**src/rtl/auto_play_sequencer.sv**
```systemverilog
// Auto-play engine: walks a song table, timing each note and the gap after it.
// Drives the one-hot LED note vector and the buzzer code/octave pair.
module auto_play_sequencer #(
  parameter int BEAT_CYCLES = 25_000_000,
  parameter int GAP_CYCLES  = 5_000_000,
  parameter int SONG_LEN    = 32
) (
  input  logic       clk,
  input  logic       rst,
  input  logic       mode_active,
  input  logic       start,
  input  logic       stop,
  input  logic       pause,
  input  logic       song_sel,
  output logic [6:0] auto_note_control,
  output logic [2:0] note_code,
  output logic [1:0] octave,
  output logic [4:0] index,
  output logic       playing,
  output logic       done
);
  localparam int NOTE_MAX = 8 * BEAT_CYCLES;
  localparam int MAXLOAD  = (NOTE_MAX > GAP_CYCLES) ? NOTE_MAX : GAP_CYCLES;
  // One extra count so a power-of-two maximum load still fits.
  localparam int TW = $clog2(MAXLOAD + 1);
  localparam logic [TW-1:0] BEAT = TW'(BEAT_CYCLES);
  localparam logic [TW-1:0] GAPL = TW'(GAP_CYCLES);
  localparam logic [4:0]    LAST = 5'(SONG_LEN - 1);

  typedef enum logic [2:0] {
    S_IDLE, S_FETCH, S_NOTE, S_GAP, S_DONE
  } state_t;

  state_t        state, state_n;
  logic [TW-1:0] timer, timer_n;
  logic [4:0]    index_n;
  logic          song, song_n;
  logic [2:0]    code_n;
  logic [1:0]    oct_n;
  logic [7:0]    entry;
  logic [TW-1:0] load;
  logic [7:0]    hot;

  function automatic logic [7:0] rom(input logic sel,
                                     input logic [4:0] a);
    logic [7:0] d;
    d = '0;
    if (!sel) begin
      unique case (a)
        5'd0:    d = 8'h48;
        5'd1:    d = 8'h91;
        default: d = 8'h00;
      endcase
    end else begin
      // Full-length song with rests (code 0) and no end marker.
      d = {2'(a % 5'd3) + 2'd1, a[2:0], 3'(a % 5'd3)};
    end
    return d;
  endfunction

  always_ff @(posedge clk) begin
    if (rst) begin
      state     <= S_IDLE;
      timer     <= '0;
      index     <= '0;
      song      <= 1'b0;
      note_code <= '0;
      octave    <= '0;
    end else begin
      state     <= state_n;
      timer     <= timer_n;
      index     <= index_n;
      song      <= song_n;
      note_code <= code_n;
      octave    <= oct_n;
    end
  end

  always_comb begin
    state_n = state;
    timer_n = timer;
    index_n = index;
    song_n  = song;
    code_n  = note_code;
    oct_n   = octave;
    entry   = rom(song, index);
    load    = (TW'(entry[2:0]) + TW'(1)) * BEAT;
    if (stop || !mode_active) begin
      state_n = S_IDLE;
      timer_n = '0;
      code_n  = '0;
      oct_n   = '0;
    end else begin
      unique case (state)
        S_IDLE: begin
          if (start) begin
            state_n = S_FETCH;
            index_n = '0;
            song_n  = song_sel;
          end
        end
        S_FETCH: begin
          if (entry == 8'h00) begin
            state_n = S_DONE;
          end else begin
            state_n = S_NOTE;
            code_n  = entry[5:3];
            oct_n   = (entry[5:3] == 3'd0) ? 2'd0 : entry[7:6];
            timer_n = load;
          end
        end
        S_NOTE: begin
          if (!pause) begin
            if (timer == TW'(1)) begin
              state_n = S_GAP;
              code_n  = '0;
              oct_n   = '0;
              timer_n = GAPL;
            end else begin
              timer_n = timer - TW'(1);
            end
          end
        end
        S_GAP: begin
          if (!pause) begin
            if (timer == TW'(1)) begin
              timer_n = '0;
              if (index == LAST) begin
                state_n = S_DONE;
              end else begin
                index_n = index + 5'd1;
                state_n = S_FETCH;
              end
            end else begin
              timer_n = timer - TW'(1);
            end
          end
        end
        S_DONE:  state_n = S_IDLE;
        default: state_n = S_IDLE;
      endcase
    end
  end

  // Shift by code and drop bit 0 so code 0 maps to an all-zero vector.
  always_comb begin
    hot = 8'd1 << note_code;
    auto_note_control = hot[7:1];
  end

  assign playing = (state == S_FETCH) || (state == S_NOTE) ||
                   (state == S_GAP);
  assign done    = (state == S_DONE);
endmodule

```
**config.mk**
```make
export PLATFORM = sky130hd
export DESIGN_NAME = auto_play_sequencer
export DESIGN_NICKNAME = d
export VERILOG_FILES = /design/src/rtl/auto_play_sequencer.sv
export SDC_FILE = /design/constraint.sdc
export NUM_CORES = 1
export LEC_CHECK = 0
export CAP_MARGIN = 20
export CORE_MARGIN = 8
export CORE_UTILIZATION = 45
export DETAILED_ROUTE_END_ITERATION = 7
export PLACE_DENSITY_LB_ADDON = 0.05
export REMOVE_ABC_BUFFERS = 1
export SYNTH_ARGS = -nofsm -noshare
export SYNTH_HDL_FRONTEND = slang
export SYNTH_SLANG_ARGS = --single-unit
```
**constraint.sdc**
```tcl
create_clock -name clk -period 12 [get_ports clk]
set_input_delay 1.8 -clock clk [delete_from_list [all_inputs] [get_ports clk]]
set_output_delay 1.8 -clock clk [all_outputs]
set_load 0.02 [all_outputs]
```
# Word-level counts from Yosys, hierarchy flattened
# Cells that the tools add are included.
# word_totals
register_bits	42
input_bits	7
romBits	0
ramBits	0
n_memories	0
output_inout_bits	19
latchBits	0
# classes
shifts	1
bitwise	1
add_sub_neg	4
n_mul	1
muxes	30
reduce_logical	17
n_eq_ne	14
order_cmp	0
div	1
# ops
op	count
two-way mux 28 bit	5
one-hot mux 28 bit (3 select lines)	1
two-way mux 3 bit	10
equality test 28 x 1 -> 1 bit, second input constant	1
subtractor 28 x 1 -> 28 bit, second input constant	1
multiplier 4 x 19 -> 22 bit, second input constant	1
two-way mux 5 bit	4
one-hot mux 8 bit (2 select lines)	1
!= test 2 bit, second input constant	7
one-hot mux 3 bit (4 select lines)	1
one-hot mux 5 bit (2 select lines)	1
zero test 8 bit	1
two-way mux 2 bit	4
two-way mux 8 bit	1
AND reduction 4 bit	2
<< shifter 1 x 3 -> 8 bit, first input constant	1
equality test 3 x 2 -> 1 bit, second input constant	2
zero test 3 bit	2
one-hot mux 3 bit (2 select lines)	1
AND reduction 6 bit	1
adder 5 x 1 -> 5 bit, second input constant	1
equality test 5 x 1 -> 1 bit, second input constant	1
equality test 5 bit, second input constant	1
zero test 5 bit	1
14 further kinds	17

# Depth between registers and ports, before layout
# Gate-level depths: netlist of the first run.
# logic_depth
word_depth	7
depth_mapped	35
mapped_depth_nobuf	32

# Worst setup path before layout of the first run
# Ideal clock, no wire load.
# synth_timing
kind	register -> register
start	reg index[0]
end	reg timer[27]
required_ns	11.877
arrival_time_ns	6.638
path_buffers	2
stages_incl_launch_ff	33
path_slack_ns	5.239
cell_sequence	dfxtp_1 > clkbuf_1 > inv_1 > ha_1 > nor2b_1 > a21o_1 > o21ai_0 > ha_1 > xnor3_1 > or3_1 > o311ai_2 > a211oi_4 > o31a_1 > and2_1 > buf_6 > nor3b_4 > nand2b_1 > xnor2_1 > ha_1 > inv_1 > fa_1 > inv_1 > fa_1 > a21o_1 > a21oi_1 > nor2b_1 > o21ai_0 > a31oi_1 > a21o_1 > a21oi_1 > xnor3_1 > a221oi_1 > nor2_1
# synth_via
elab_chain_len	7
# synth_lines
element	line_no	source
from (decl)	18	output logic [4:0] index,
from (signal assigned)	72	index <= index_n;
parallel branches: the longest is 2 deep, another holds remainder unit 5 x 2 -> 5 bit	n/a	
two-way mux 8 bit *	48	if (!sel) begin
adder 3 x 1 -> 4 bit	87	load = (TW'(entry[2:0]) + TW'(1)) * BEAT;
multiplier 4 x 19 -> 22 bit	87	
two-way mux 28 bit	103	if (entry == 8'h00) begin
one-hot mux 28 bit (3 select lines)	94	unique case (state)
to (signal assigned)	71	timer <= timer_n;
to (decl)	35	logic [TW-1:0] timer, timer_n;
# Mark *: on every way between the ends. The select of a mux whose other input is x is not followed.
# A chain may end at the register's enable or synchronous reset.

# Worst setup path in the final report of the first run
# Ends and elaborated chain as after synthesis.

==> results.json, run 1 <==
{
  "hold_path_class": "reg2reg",
  "setup_violations": 0,
  "grt-ovfl-total": 0,
  "clockBufferDepth": 2,
  "drc": 0,
  "hold_buffers": 0,
  "startpoint": "index[0]$_SDFFE_PP0P_",
  "synth_area_per_cell_um2": 7.26,
  "worstPathRequired_ns": 12.19,
  "design.die.area_mm2": 0.0122,
  "r2r_start": "index[0]$_SDFFE_PP0P_",
  "fin_crit_sh": 0.623,
  "hold_viol_final": 0,
  "avgRoutedWirePerCell_um": 16.8,
  "syn_area_mm2": 0.00403,
  "yosys_warnings": 0,
  "fp.coreArea_mm2": 0.00872,
  "r2r_end": "timer[27]$_SDFFE_PP0P_",
  "cts-root-buf": "clkbuf_8",
  "clk_pin_slew_ns": 0.09,
  "cp.depth": 31,
  "ys.flop_type": "dfxtp_1",
  "cts_setup_buffers": 0,
  "start_kind": "register",
  "layout-drive-gt1-share": 0.0411,
  "portBuffers": 25,
  "fin_skew_ns": 0.00706,
  "grt_first_pass_wirelength_um": 18500,
  "fmax_mhz": 134,
  "ctsResizeCount": 0,
  "layout.nets": 604,
  "area_growth_pct": 9.87,
  "grtUsageTotal": 0.176,
  "grt_pass1_vias": 3609,
  "clk-insertion-delay-late_ns": 0.30,
  "num_io_pins": 26,
  "internal-power_uw": 195,
  "fin_setup_tns_ns": 0,
  "cts_buffers": 5,
  "synthCells": 555,
  "crit_type": "reg2reg",
  "slew_viol_final": 0,
  "critPathMaxFanout": 15,
  "tightestPinTransition_ns": 0.791,
  "drtAntennaViolNets": 0,
  "hpwl_um": 8270,
  "crit_end": "timer[27]$_SDFFE_PP0P_",
  "std_cell_rows": 34,
  "cp_top_family": "compound AO/OA/AOI/OAI gates",
  "ys_seq_area_frac": 0.209,
  "ff2ff_path_depth": 31,
  "ys_seq_elements": 42,
  "status": "completed",
  "start_util": 0.462,
  "critPathBufInv": 5,
  "design_area_mm2": 0.00443,
  "layout_min_cycle_time_ns": 7.48,
  "drt_first_iter_violations": 395,
  "vdd_drop_max_mv": 0.0423,
  "seq_power_share": 0.537,
  "rrSetupSlack_ns": 4.52,
  "vias": 4003,
  "cpMostUsedCell": "ha_1",
  "rsz0062_at_grt": "no",
  "power_density_mw_per_mm2": 59.4,
  "first_pass_iters": 5,
  "max-slew-margin-rel": 0.468,
  "clkPwrFrac": 0.386,
  "synth-edff-count": 0,
  "async_flop_share": 0,
  "cap_violations": 0,
  "synth.distinct_cells": 62,
  "synth_commonest_cells": "a21oi_1, nor2_1, nand2_1",
  "via_per_inst": 5.99,
  "end_kind": "register",
  "switchingPower_uw": 68.0,
  "slowest_delay_ns": 0.62,
  "crit_arrival_ns": 7.67,
  "gp_congestion": 0.911,
  "netlist_top_cells_area": "dfxtp_1, ha_1, a21oi_1, nor2_1, nand2_1",
  "antenna_found_initial": 0,
  "antennaDiodeCount": 0,
  "yosysTopAreaCell": "dfxtp_1",
  "grt_max_degree": 33,
  "wl_um": 11200,
  "die_h_um": 111,
  "power_frac_comb": 0.077,
  "cts_sinks": 42,
  "yosys.area.top_type_share": 0.209,
  "die_w_um": 111,
  "post_dp_cell_area_mm2": 0.00430,
  "critPathSlowestCell": "dfxtp_1",
  "leakage_uw": 0.00181,
  "holdCritStartpoint": "timer[24]$_SDFFE_PP0P_",
  "cts_tree": "built",
  "h-tree-depth": 2,
  "p_sw_frac": 0.259
}
-- placed cells by master (no fill, tap or decap), drive strengths merged, types with 3 or more instances in the layout --
| cell type | synthesis | layout |
|---|---|---|
| a21oi | 58 | 58 |
| fa | 6 | 6 |
| a211o | 3 | 3 |
| clkdlybuf4s50 | 0 | 25 |
| mux2i | 6 | 6 |
| nor2b | 12 | 12 |
| inv | 38 | 39 |
| nor4 | 7 | 7 |
| nand2b | 6 | 6 |
| a31o | 4 | 4 |
| dfxtp | 42 | 42 |
| nand4 | 8 | 8 |
| ha | 32 | 32 |
| or2 | 5 | 5 |
| nand2 | 44 | 44 |
| xnor2 | 17 | 17 |
| a31oi | 10 | 10 |
| and3b | 3 | 3 |
| clkbuf | 26 | 6 |
| nor2 | 58 | 58 |
| o31ai | 8 | 8 |
| nand3 | 14 | 14 |
| a21o | 11 | 11 |
| and2 | 6 | 6 |
| or4 | 3 | 3 |
| nor3 | 25 | 25 |
| nand4b | 4 | 4 |
| a211oi | 8 | 8 |
| or3 | 6 | 6 |
| a221oi | 4 | 4 |
| o21ai | 43 | 43 |
| nor3b | 5 | 5 |
| and3 | 5 | 5 |
| buf | 6 | 4 |
-- worst reg2reg max path, delay by kind of cell (launching register included) --
kind            cells  cell delay (ns)
fa+ha+maj           7             2.06
xor+xnor            2             0.58
buf+inv             5             0.81
compound gates     13             2.48
simple gates        4             0.81
flops               1             0.62
-- flip-flops by register name, indices dropped and copies added, names as in the netlist --
name,count
timer,28
index,5
state,3
song,1
octave,2
note_code,3
-- kinds of logic (layout without fill, tap and decap cells) --
| family | after synthesis | count (layout) | synth area share |
|---|---|---|---|
| adders and majority gates | 38 | 38 | 0.129 |
| muxes | 6 | 6 | 0.0149 |
| AOI/OAI and AO/OA | 164 | 164 | 0.253 |
| DFF | 42 | 42 | 0.209 |
| and+or+nand+nor | 214 | 214 | 0.272 |
| xor gates and xnor gates | 21 | 21 | 0.0525 |
| buffers and inverters | 70 | 75 | 0.0692 |
-- metal layers --
metal	vias to the layer above	GRT usage	wire [um]
met3	12	0.0222	500
li1	1981	-	-
met4	0	0.0450	125
met5	-	0	0
met2	118	0.278	5200
met1	1892	0.245	5410
-- area by class of cell --
| class | count | area [um^2] |
|---|---|---|
| Timing Repair Buffer | 29 | 300 |
| Fill cell | 869 | 4290 |
| Clock buffer | 6 | 82.6 |
| Inverter | 38 | 143 |
| Sequential cell | 42 | 841 |
| Tap cell | 108 | 135 |
| Multi-Input combinational cell | 443 | 2910 |
| Clock inverter | 2 | 16.3 |
-- worst min-delay path by stage --
stage,to,slack [ns],cells after the start
2_1_floorplan,timer[24]$_SDFFE_PP0P_,0.44,2
3_3_place_gp,timer[24]$_SDFFE_PP0P_,0.47,2
3_5_place_dp,timer[24]$_SDFFE_PP0P_,0.47,2
4_1_cts,timer[24]$_SDFFE_PP0P_,0.48,2
5_1_grt,timer[24]$_SDFFE_PP0P_,0.50,2
6_report,timer[24]$_SDFFE_PP0P_,0.48,2
-- power by group through the flow --
stage / Combinational [uW] / Clock [uW] / Sequential [uW]
2_1_floorplan: 12.3 / 0 / 144
3_3_place_gp: 19.2 / 0 / 144
3_5_place_dp: 19.2 / 0 / 144
4_1_cts: 19.3 / 105 / 141
5_1_grt: 22.1 / 109 / 141
6_report: 20.1 / 102 / 141
-- through the flow --
stage / power, uW / hold slack (ns) / std cells / worst slack [ns] / util
6_report: 263 / 0.480 / 668 / 4.52 / 0.508
5_1_grt: 272 / 0.497 / 668 / 3.84 / 0.508
4_1_cts: 265 / 0.483 / 667 / 4.52 / 0.505
3_5_place_dp: 164 / 0.469 / 659 / 4.51 / 0.493
3_3_place_gp: 164 / 0.467 / 659 / 4.78 / 0.493
2_1_floorplan: 156 / 0.441 / 523 / 5.22 / -
Note: power is estimated with default switching activity, not from simulation.
==> run 2: changes to the inputs <==
- clock period: 12 -> 7.6 ns (I/O delays scaled with it)
==> run 2 against run 1 <==
  * Critical path depth shrank 1
  * Clock power is 120% higher
  * Cell area increased by 0.88%
  * Via count shrank 1.0%
  * Combinational power rose by 52%
  * Clock skew fell by 0.0026 ns
  * Worst hold slack improved by 0.0013 ns
==> results.json, run 2 (same netlist as run 1, synthesis figures left out) <==
{
  "fp.coreArea_mm2": 0.00872,
  "cts_sinks": 42,
  "h-tree-depth": 2,
  "layout-drive-gt1-share": 0.0517,
  "layout_min_cycle_time_ns": 6.98,
  "crit_arrival_ns": 7.16,
  "clk-insertion-delay-late_ns": 0.30,
  "setup_violations": 0,
  "design.die.area_mm2": 0.0122,
  "start_util": 0.462,
  "avgRoutedWirePerCell_um": 16.5,
  "layout_common_cells": "a21oi_1, nor2_1, nand2_1",
  "num_io_pins": 26,
  "start_kind": "register",
  "antenna_found_initial": 0,
  "power_density_mw_per_mm2": 107,
  "grtUsageTotal": 0.173,
  "area_growth_pct": 10.8,
  "p_total_uw": 478,
  "hpwl_um": 8170,
  "grt-ovfl-total": 0,
  "worstPathRequired_ns": 7.78,
  "largest_reg_flops": 28,
  "largest_register": "timer",
  "wl_um": 11000,
  "grt_first_pass_wirelength_um": 18300,
  "grt_max_degree": 33,
  "clk_pin_slew_ns": 0.09,
  "status": "completed",
  "portBuffers": 25,
  "ctsResizeCount": 0,
  "drt_first_iter_violations": 327,
  "drtAntennaViolNets": 0,
  "critPathSlowestCell": "fa_1",
  "layout.nets": 605,
  "vdd_drop_max_mv": 0.0833,
  "cts_tree": "built",
  "antennaDiodeCount": 0,
  "switchingPower_uw": 106,
  "internal-power_uw": 372,
  "critPathMaxFanout": 13,
  "slew_viol_final": 0,
  "drc": 0,
  "cap_violations": 0,
  "clkPwrFrac": 0.469,
  "grt_pass1_vias": 3587,
  "fin_skew_ns": 0.00450,
  "p_sw_frac": 0.221,
  "cts_buffers": 5,
  "die_h_um": 111,
  "fin_crit_sh": 0.918,
  "hold_viol_final": 0,
  "reg_top3": "timer (28), index (5)",
  "rrSetupSlack_ns": 0.62,
  "gp_congestion": 0.925,
  "first_pass_iters": 5,
  "slowest_delay_ns": 0.53,
  "vias": 3963,
  "max-slew-margin-rel": 0.282,
  "die_w_um": 111,
  "seq_power_share": 0.467,
  "rsz0062_at_grt": "no",
  "fin_setup_tns_ns": 0,
  "hold_buffers": 0,
  "end_kind": "register",
  "crit_type": "reg2reg",
  "via_per_inst": 5.92,
  "clockBufferDepth": 2,
  "tightestPinTransition_ns": 1.08,
  "cts-root-buf": "clkbuf_8",
  "fmax_mhz": 143,
  "leakage_uw": 0.00183,
  "cts_setup_buffers": 0,
  "power_frac_comb": 0.064,
  "hold_path_class": "reg2reg",
  "std_cell_rows": 34
}
## run 2: cell types whose count changed in the layout (fill, tap and decap cells not counted), moves of 2 or more
cell / before / now
bufinv_16: 0 / 2
dfxtp_2: 0 / 3
dfxtp_1: 42 / 39
buf_4: 3 / 5
## run 2: cell type report
cell class | instances | area (um^2)
Fill cell | 843 | 4250
Clock buffer | 6 | 82.6
Multi-Input combinational cell | 443 | 2910
Sequential cell | 42 | 845
Clock inverter | 2 | 60.1
Inverter | 38 | 143
Timing Repair Buffer | 30 | 288
Tap cell | 108 | 135
## run 2: path summary, 6_finish.rpt
path / start / endpoint / cells after the start
max: index[1]$_SDFFE_PP0P_ / timer[27]$_SDFFE_PP0P_ / 30
min: timer[24]$_SDFFE_PP0P_ / timer[24]$_SDFFE_PP0P_ / 2
max reg2reg: index[1]$_SDFFE_PP0P_ / timer[27]$_SDFFE_PP0P_ / 30
min reg2reg: timer[24]$_SDFFE_PP0P_ / timer[24]$_SDFFE_PP0P_ / 2
## run 2: worst max-delay path: cells and delay by family, from the launching register on
kind                       cells  cell delay, ns
DFF                            1            0.51
and+or+nand+nor                7            1.49
adders and majority gates      5            1.79
AOI/OAI and AO/OA             12            2.13
buffers and inverters          3            0.29
xor gates and xnor gates       3            0.62
## run 2: power by group through the flow
stage	clock network (uW)	logic, uW	registers, uW
4_1_cts	227	30.4	223
3_3_place_gp	0	30.6	228
5_1_grt	236	34.0	223
2_1_floorplan	0	19.4	228
6_report	224	30.6	223
3_5_place_dp	0	30.3	228
## run 2: stage by stage
stage | setup WS [ns] | hold slack [ns] | cells | cell area [um^2] | utilization
floorplan | 0.816 | 0.441 | 523 | 3890 | -
global placement | 0.490 | 0.460 | 661 | 4320 | 0.495
detailed placement | 0.305 | 0.471 | 661 | 4320 | 0.495
CTS | 0.283 | 0.485 | 669 | 4460 | 0.511
global route | 0.0242 | 0.509 | 669 | 4470 | 0.512
finish | 0.620 | 0.481 | 669 | 4470 | 0.512
## run 2: routing by layer
metal / track usage / part of all wire
met4: 0.0505 / 0.015
met1: 0.241 / 0.49
met3: 0.0173 / 0.039
met2: 0.274 / 0.46
met5: 0 / 0
==> run 3: changes to the inputs <==
- clock period: 7.6 -> 6.03 ns (I/O delays scaled with it)
==> run 3 against run 2 <==
  * Core utilization rose by 8.0 points
  * Worst hold slack worse by 0.0095 ns
  * Critical path depth unchanged
  * Cell count is 9.6% higher
  * Global-route usage rose by 1.4 points
  * Clock skew increased by 0.0034 ns
  * Sequential share of layout area shrank 2.6 points
  * Clock power is 8% lower
  * Register-to-register slack worse by 0.46 ns
  * Critical path type unchanged
  * Critical endpoint is now timer[22]$_SDFFE_PP0P_
==> results.json, run 3 (same netlist as run 1, synthesis figures left out) <==
{
  "status": "completed",
  "largest_reg_flops": 28,
  "wl_um": 11900,
  "design.die.area_mm2": 0.0122,
  "critPathSlowestCell": "fa_2",
  "worstPathRequired_ns": 6.24,
  "cts_tree": "built",
  "fin_skew_ns": 0.00787,
  "end_kind": "register",
  "hold_viol_final": 0,
  "power_density_mw_per_mm2": 102,
  "internal-power_uw": 387,
  "layout_min_cycle_time_ns": 5.87,
  "layout-drive-gt1-share": 0.214,
  "fp.coreArea_mm2": 0.00872,
  "antennaDiodeCount": 0,
  "setup_ws_ns": 0.162,
  "setup_violations": 0,
  "vias": 4230,
  "grtUsageTotal": 0.187,
  "vdd_drop_max_mv": 0.108,
  "clockBufferDepth": 2,
  "switchingPower_uw": 140,
  "drt_first_iter_violations": 340,
  "layout_common_cells": "buf_4, nor2_1, a21oi_1",
  "num_io_pins": 26,
  "fmax_mhz": 170,
  "drc": 0,
  "grt_max_degree": 30,
  "p_sw_frac": 0.265,
  "cts_sinks": 42,
  "grt_pass1_vias": 4072,
  "place_inst": 717,
  "start_util": 0.462,
  "cap_violations": 0,
  "p_total_uw": 527,
  "clk-insertion-delay-late_ns": 0.31,
  "hold_path_class": "reg2reg",
  "grt_first_pass_wirelength_um": 19800,
  "critPathMaxFanout": 5,
  "via_per_inst": 5.77,
  "design_area_mm2": 0.00516,
  "avgRoutedWirePerCell_um": 16.2,
  "fin_crit_sh": 0.973,
  "antenna_found_initial": 0,
  "die_h_um": 111,
  "slowest_delay_ns": 0.57,
  "power_frac_comb": 0.076,
  "first_pass_iters": 5,
  "largest_register": "timer",
  "h-tree-depth": 2,
  "clk_pin_slew_ns": 0.09,
  "post_dp_cell_area_mm2": 0.00474,
  "hold_ws_ns": 0.471,
  "max-slew-margin-rel": 0.425,
  "fin_cells": 733,
  "tightestPinTransition_ns": 0.854,
  "start_kind": "register",
  "reg_top3": "timer (28), index (5)",
  "hold_buffers": 0,
  "die_w_um": 111,
  "area_growth_pct": 28.2,
  "layout.nets": 669,
  "leakage_uw": 0.00214,
  "seq_power_share": 0.533,
  "crit_type": "reg2reg",
  "gp_congestion": 0.911,
  "cts-root-buf": "clkbuf_8",
  "crit_arrival_ns": 6.07,
  "std_cell_rows": 34,
  "grt-ovfl-total": 0,
  "clkPwrFrac": 0.391,
  "slew_viol_final": 0,
  "dpl_worst_slack_ns": -0.318,
  "portBuffers": 25,
  "rsz0062_at_grt": "yes",
  "hpwl_um": 8690,
  "cts_buffers": 5,
  "rrSetupSlack_ns": 0.16,
  "mostFrequentLayoutCell": "buf_4",
  "drtAntennaViolNets": 0
}
-- run 3: power by group through the flow --
stage,registers [uW],clock network [uW],logic [uW]
after floorplan,287,0,24.5
after global placement,287,0,38.4
after detailed placement,287,0,39.0
after CTS,281,208,39.6
after global routing,281,217,43.7
final,281,206,39.9
-- run 3: final timing paths --
path,to,from,depth (start not counted)
max,timer[22]$_SDFFE_PP0P_,index[4]$_SDFFE_PP0P_,30
min,timer[24]$_SDFFE_PP0P_,timer[24]$_SDFFE_PP0P_,2
max reg2reg,timer[22]$_SDFFE_PP0P_,index[4]$_SDFFE_PP0P_,30
min reg2reg,timer[24]$_SDFFE_PP0P_,timer[24]$_SDFFE_PP0P_,2
-- run 3: layer usage --
layer,GRT usage,share of wire
met2,0.309,0.47
met4,0.0514,0.021
met1,0.249,0.47
met3,0.0222,0.039
met5,0,0
-- run 3: area by class of cell --
class	count	area, um^2
Clock buffer	6	82.6
Clock inverter	2	16.3
Fill cell	818	3560
Inverter	38	143
Multi-Input combinational cell	443	3170
Sequential cell	42	845
Tap cell	108	135
Timing Repair Buffer	94	776
-- run 3: critical path: cells and delay by family (launching register included) --
kind / cells / cell delay [ns]
xor+xnor: 1 / 0.13
compound gates: 14 / 2.57
fa+ha+maj: 5 / 1.37
buf+inv: 3 / 0.21
simple gates: 7 / 1.14
flops: 1 / 0.34
-- run 3: repair_timing --
action	4_1_cts	5_1_grt
pin swaps	6	41
gates resized for setup	16	46
setup endpoints to repair	4	4
endpoints found under the hold margin	0	0
setup buffers	2	6
-- run 3: per-stage QoR --
stage                util  setup TNS (ns)
global route        0.592          -0.282
detailed placement  0.543          -0.563
global placement    0.543          -0.136
floorplan               -           -2.05
CTS                 0.562        -0.00968
finish              0.592               0
